File: src/rtl/adder_tree_accum_ctrl.sv
// Beat sequencer and saturating accumulator for the 8-lane pos/neg adder tree.
// One signed result per job, returned over a valid/ready port.
module adder_tree_accum_ctrl #(
  parameter int ACC_W = 24,
  parameter int CNT_W = 8
) (
  input  logic             clk,
  input  logic             rst_n,
  input  logic             start,
  input  logic [CNT_W-1:0] cfg_chunks,
  input  logic             abort,
  input  logic             in_valid,
  output logic             in_ready,
  input  logic [127:0]     in_vec,
  input  logic [7:0]       in_sign,
  output logic [127:0]     tree_in_vec,
  output logic [7:0]       tree_sign_vec,
  input  logic [15:0]      tree_out,
  output logic             res_valid,
  input  logic             res_ready,
  output logic [ACC_W-1:0] res_data,
  output logic             res_sat,
  output logic             busy,
  output logic             cfg_err
);

  typedef enum logic [1:0] {
    S_IDLE,
    S_RUN,
    S_DRAIN,
    S_DONE
  } state_e;

  localparam logic [ACC_W-1:0] ACC_MAX = {1'b0, {(ACC_W-1){1'b1}}};
  localparam logic [ACC_W-1:0] ACC_MIN = {1'b1, {(ACC_W-1){1'b0}}};

  state_e           state_q, state_d;
  logic [CNT_W-1:0] rem_q, rem_d;
  logic [ACC_W-1:0] acc_q, acc_d;
  logic             sat_q, sat_d;
  logic             stg_v_q, stg_v_d;
  logic             cfg_err_q, cfg_err_d;
  logic [127:0]     tvec_q, tvec_d;
  logic [7:0]       tsgn_q, tsgn_d;

  logic             hs;
  logic [ACC_W:0]   sum;
  logic             ovf;

  assign hs  = in_valid && (state_q == S_RUN);
  assign sum = {acc_q[ACC_W-1], acc_q}
             + {{(ACC_W+1-16){tree_out[15]}}, tree_out};
  // Sign bits disagree only when the true sum left the ACC_W range.
  assign ovf = sum[ACC_W] ^ sum[ACC_W-1];

  always_comb begin
    state_d   = state_q;
    rem_d     = rem_q;
    acc_d     = acc_q;
    sat_d     = sat_q;
    stg_v_d   = 1'b0;
    cfg_err_d = 1'b0;
    tvec_d    = '0;
    tsgn_d    = '0;

    if (stg_v_q) begin
      if (ovf) begin
        acc_d = sum[ACC_W] ? ACC_MIN : ACC_MAX;
        sat_d = 1'b1;
      end else begin
        acc_d = sum[ACC_W-1:0];
      end
    end

    unique case (state_q)
      S_IDLE: begin
        if (start) begin
          if (cfg_chunks != '0) begin
            state_d = S_RUN;
            acc_d   = '0;
            sat_d   = 1'b0;
            rem_d   = cfg_chunks;
          end else begin
            cfg_err_d = 1'b1;
          end
        end
      end
      S_RUN: begin
        if (hs) begin
          tvec_d  = in_vec;
          tsgn_d  = in_sign;
          stg_v_d = 1'b1;
          rem_d   = rem_q - 1'b1;
          if (rem_q == CNT_W'(1)) begin
            state_d = S_DRAIN;
          end
        end
      end
      // Stay until the staged last beat has been folded in.
      S_DRAIN: begin
        if (!stg_v_q) begin
          state_d = S_DONE;
        end
      end
      S_DONE: begin
        if (res_ready) begin
          state_d = S_IDLE;
        end
      end
      default: state_d = S_IDLE;
    endcase

    if (abort) begin
      state_d   = S_IDLE;
      acc_d     = '0;
      rem_d     = '0;
      stg_v_d   = 1'b0;
      cfg_err_d = 1'b0;
      tvec_d    = '0;
      tsgn_d    = '0;
    end
  end

  always_ff @(posedge clk or negedge rst_n) begin
    if (!rst_n) begin
      state_q   <= S_IDLE;
      rem_q     <= '0;
      acc_q     <= '0;
      sat_q     <= 1'b0;
      stg_v_q   <= 1'b0;
      cfg_err_q <= 1'b0;
      tvec_q    <= '0;
      tsgn_q    <= '0;
    end else begin
      state_q   <= state_d;
      rem_q     <= rem_d;
      acc_q     <= acc_d;
      sat_q     <= sat_d;
      stg_v_q   <= stg_v_d;
      cfg_err_q <= cfg_err_d;
      tvec_q    <= tvec_d;
      tsgn_q    <= tsgn_d;
    end
  end

  assign in_ready      = (state_q == S_RUN);
  assign res_valid     = (state_q == S_DONE);
  assign busy          = (state_q != S_IDLE);
  assign res_data      = acc_q;
  assign res_sat       = sat_q;
  assign cfg_err       = cfg_err_q;
  assign tree_in_vec   = tvec_q;
  assign tree_sign_vec = tsgn_q;

endmodule

File: config.mk
export PLATFORM = sky130hd
export DESIGN_NAME = adder_tree_accum_ctrl
export DESIGN_NICKNAME = d
export VERILOG_FILES = /design/src/rtl/adder_tree_accum_ctrl.sv
export SDC_FILE = /design/constraint.sdc
export NUM_CORES = 1
export LEC_CHECK = 0
export BUFFER_PORTS_ARGS = -buffer_cell sky130_fd_sc_hd__clkbuf_2
export CORE_AREA = 2 2 128 130
export DETAILED_ROUTE_END_ITERATION = 10
export DIE_AREA = 0 0 130 132
export HOLD_SLACK_MARGIN = 0.06
export PLACE_DENSITY = 0.84
export SLEW_MARGIN = 30
export SYNTH_ARGS = -nofsm -noshare
export SYNTH_HDL_FRONTEND = slang
export SYNTH_SLANG_ARGS = --single-unit
File: constraint.sdc
create_clock -name clk -period 5.66 [get_ports clk]
set_input_delay 0.566 -clock clk [delete_from_list [all_inputs] [get_ports clk]]
set_output_delay 0.566 -clock clk [all_outputs]
set_load 0.01 [all_outputs]
# After elaboration in Yosys (flattened, before gate mapping)
# Index checks and enable logic that the tools add are counted.
# op_classes
n_addsub,2
eq_ne,10
muxes,38
bitwise_logic,1
reduce_logical,7
# ops
cell,n
2-to-1 mux 128 bit,3
2-to-1 mux 24 bit,7
2-to-1 mux 8 bit,7
adder 24 x 16 -> 25 bit,1
case mux 8 bit (2 select lines),1
2-to-1 mux 2 bit,7
2-to-1 mux 1 bit,12
"!= test 3 x 2 -> 1 bit, second input constant",3
"!= test 3 bit, second input constant",3
"== test 8 x 1 -> 1 bit, second input constant",1
case mux 2 bit (4 select lines),1
nonzero test 8 bit,1
"subtractor 8 x 1 -> 8 bit, second input constant",1
AND reduction 6 bit,1
"== test 2 bit, second input constant",2
AND reduction 4 bit,1
nonzero test 3 bit,1
"== test 2 x 1 -> 1 bit, second input constant",1
zero test 2 bit,1
nonzero test 2 bit,1
logical AND 1 bit,1
bitwise XOR 1 bit,1
# totals
reg_bits,173
in_bits,166
output_inout_bits,165
word_cells,66

# Longest topological paths before layout
# depth
ltp_word,8
mapped_depth,11
depth_no_buf,10

# Worst setup path after synthesis
# Ideal clock, no wire load.
# synth_path
path_kind,in2reg
from,in tree_out[0]
to,"reg acc_q[12], in the netlist res_data[12]"
setup_ps,143
arrival_ps,2786
required_ps,5517
setup_slack_ps,2730
cell_stages,11
cell_sequence,ha_1 fa_1 a21o_1 a221o_1 nand4_1 nand3_1 a211oi_2 mux2i_1 o21bai_4 buf_4 a211oi_2
# synth_via
elab_chain_cells,8
word_cells_on_any_way,9
classes_between,add/sub (1); mux (7); bitwise (1)
# synth_lines
element,line,rtl
from (decl),18,"input logic [15:0] tree_out,"
adder 24 x 16 -> 25 bit *,52,"+ {{(ACC_W+1-16){tree_out[15]}}, tree_out};"
2-to-1 mux 24 bit / bitwise XOR 1 bit (equally long branches),"68, 54",
2-to-1 mux 24 bit *,67,if (ovf) begin
2-to-1 mux 24 bit *,66,if (stg_v_q) begin
2-to-1 mux 24 bit,78,if (cfg_chunks != '0) begin
2-to-1 mux 24 bit,77,if (start) begin
2-to-1 mux 24 bit *,75,unique case (state_q)
2-to-1 mux 24 bit *,113,if (abort) begin
net acc_d[12],39,"logic [ACC_W-1:0] acc_q, acc_d;"
to (signal assigned),128,acc_q <= '0;
to (signal assigned),137,acc_q <= acc_d;
to (decl),39,
# Mark *: on every way through the listed nets, which the timed path passes. The rest lies on a longest branch.
# A chain may end at the register's enable or synchronous reset.

# Final worst setup path
# layout_path
from,"reg acc_q[0], in the netlist res_data[0]"
to,"reg acc_q[22], in the netlist res_data[22]"
# layout_via
elab_chain_cells,8
word_cells_on_any_way,9
classes_between,add/sub (1); mux (7); bitwise (1)
# layout_lines
element,line
adder 24 x 16 -> 25 bit *,52
2-to-1 mux 24 bit / bitwise XOR 1 bit (equally long branches),"68, 54"
2-to-1 mux 24 bit *,67
2-to-1 mux 24 bit *,66
2-to-1 mux 24 bit,78
2-to-1 mux 24 bit,77
2-to-1 mux 24 bit *,75
2-to-1 mux 24 bit *,113
net acc_d[22],39
# Marked as above.

==> key figures <==
Status
  • Outcome: finished, final reports clean

Die
  • # rows: 46
  • DIE WIDTH: 130 um
  • Die height: 132 um
  • Ports: 331
  • Core Region: 0.0157 mm^2
  • Die Area: 0.0172 mm^2
  • Starting Density: 47.6%

Timing
  • Clock Skew: 0.0101 ns
  • Final Hold Fails: 0
  • Worst-margin pin slew: 0.806 ns
  • Min Tclk post-route: 3.40 ns
  • Final worst-path cycle share: 60.0%
  • TNS Setup: 0 ns
  • RSZ-0062 raised after global routing: false
  • Final setup viols: 0
  • Achievable Freq: 294 MHz
  • Max-slew headroom at the worst pin: 46.3%
  • Max-slew violation count: 0

Worst setup path
  • CP max FO: 15
  • CP Capture Type: flop
  • Arrival time at the worst endpoint: 3.65 ns
  • CP required: 5.91 ns
  • Kind of critical path: flop to flop
  • CP startpoint kind: flop

Routing
  • Post-route DRC: 0
  • DRT iter0 DRCs: 337
  • DRT Pass-1 Iters: 5
  • Antenna viol nets, final: 0
  • Routed wire length: 20500 um
  • WL/cell: 17.0 um
  • Vias/cell: 4.98
  • Vias: 6024

Synthesis
  • Number of flops mapped to enable cells by yosys: 0
  • Cells after Synth: 657
  • #FFs+latches synth: 173
  • Post-synthesis cell type count: 56
  • Synth warnings: 0
  • Synthesized cell area: 0.00747 mm^2
  • Ys async rst share: 100%
  • Syn avg cell area: 11.4 um^2
  • Mapped Nets: 855
  • Sequential fraction of the synthesis area: 57.9%
  • Synth Flop Type: dfrtp_1

Final layout
  • Layout area overhead: 32.8%
  • Layout filler cell count: 1275
  • Post-layout instance area: 0.00993 mm^2
  • N_diodes: 0
  • Nets: 1179
  • Fraction of layout cells with a size suffix above 1: 39.4%
  • Commonest cells after routing, fill and taps aside: 329 x clkbuf_2, 173 x dfrtp_1, 138 x and2_1
  • Most common cell after layout, fill and taps aside: clkbuf_2
  • Finished Core Util: 63.2%

Clocking
  • Clock slew at reported path FFs: 0.07 ns
  • Worst-Skew Late Latency: 0.42 ns
  • CTS Buf Count: 17
  • Post-CTS Resized: 0
  • Setup Fix Bufs, Post-CTS: 0
  • Clk sink count: 173
  • TritonCTS clock tree: built
  • CTS root buf: clkbuf_16
  • CTS H-tree lvls: 4
  • Hold buffers post-CTS: 0
  • Max clock buf depth: 2

Global routing
  • Largest net degree at the start of global routing: 138
  • Vias in the first global route: 5955
  • Tot GR Track Use: 24.2%
  • Total gr overflow: 0
  • Initial antenna violation count: 2
  • First-pass GRT wire length: 31700 um

Placed design
  • DP HPWL: 15800 um
  • Port Buffers: 330
  • DP Area: 0.00932 mm^2
  • Global placer's final weighted congestion: 0.955

Run
  • Number of max-cap violations: 0

Power and ir drop
  • Leakage: 5.52 nW
  • Power per cell area: 348 mW/mm^2
  • VDD IR-drop max: 0.242 mV

Hold path
  • Hold WC Path Type: input port to async pin
where the power goes:
group	switching [mW]	total (mW)	leakage (nW)	internal, mW
combinational	0.505	0.855	2.83	0.350
clock	0.497	1.17	0.294	0.676
sequential	0.0744	1.43	2.39	1.35
synthesized netlist by cell type (all sizes together), types with 6 or more instances:
cell type    n  area (um^2)
nor3b        6         45.0
nand2       33          124
a21oi       25          129
ha          31          388
xnor2       10         87.6
xor2         8         70.1
buf          6         42.5
clkbuf      25         93.8
nor2        50          188
o21ai       21          105
a21o        12         90.1
inv         12         45.0
a211oi      22          240
and2       138          863
and3         6         37.5
nor3         9         45.0
dfrtp      173         4330
final cells by class:
type                            instances  area [um^2]  area share, %
Clock inverter                         13          155           1.56
Sequential cell                       173         4330           43.6
Inverter                               12         45.0          0.454
Tap cell                              216          270           2.72
Clock buffer                           19          443           4.46
Timing Repair Buffer                  336         1710           17.2
Multi-Input combinational cell        441         2980           30.0
final timing paths:
check | from | cells past startpoint | end | slack (ns)
max | res_data[0] | 11 | res_data[22] | 2.26
min | rst_n | 1 | res_data[22] | 0.1
max reg2reg | res_data[0] | 11 | res_data[22] | 2.26
min reg2reg | rem_q[7] | 2 | rem_q[7] | 0.53
max in group asynchronous | rst_n | 2 | tree_in_vec[71] | 4.35
min in group clk | in_vec[90] | 2 | tree_in_vec[90] | 0.35
cell families after synthesis:
| family | count (synthesis) | synth area share (%) |
|---|---|---|
| fa+ha+maj | 32 | 5.46 |
| mux | 5 | 0.686 |
| compound gates | 118 | 11.7 |
| buf+inv | 43 | 2.43 |
| flops | 173 | 57.9 |
| simple gates | 268 | 19.7 |
| xor+xnor | 18 | 2.11 |
registers in the layout (all words and copies together), names as in the netlist:
signal / flops
cfg_err: 1
rem_q: 8
res_data: 24
res_sat: 1
state_q: 2
stg_v_q: 1
tree_in_vec: 128
tree_sign_vec: 8
layer usage:
| layer | global-route usage, % | wire (um) | vias up |
|---|---|---|---|
| met2 | 40.3 | 10300 | 242 |
| li1 | - | - | 2872 |
| met1 | 28.6 | 7820 | 2858 |
| met3 | 8.04 | 1650 | 50 |
| met4 | 10.3 | 790 | 2 |
| met5 | 0 | 13 | - |
per-stage QoR:
step           instances  power [mW]  hold slack, ns  setup WS [ns]
2_1_floorplan        657        1.99           0.270           2.73
3_3_place_gp        1178        2.27           0.502           1.66
3_5_place_dp        1178        2.30           0.521           1.74
4_1_cts             1210        3.48           0.108           2.00
5_1_grt             1210        3.64           0.123           2.05
6_report            1210        3.45          0.0973           2.26
critical path: stages, from the launching register on:
cell      delay, ns
dfrtp_1        0.40
ha_1           0.23
fa_1           0.42
a21o_1         0.20
a221o_1        0.34
nand4_1        0.13
nand3_1        0.17
a211oi_2       0.33
mux2i_1        0.23
buf_4          0.23
o21bai_4       0.44
a211oi_1       0.11
Note: power is estimated with default switching activity, not from simulation.
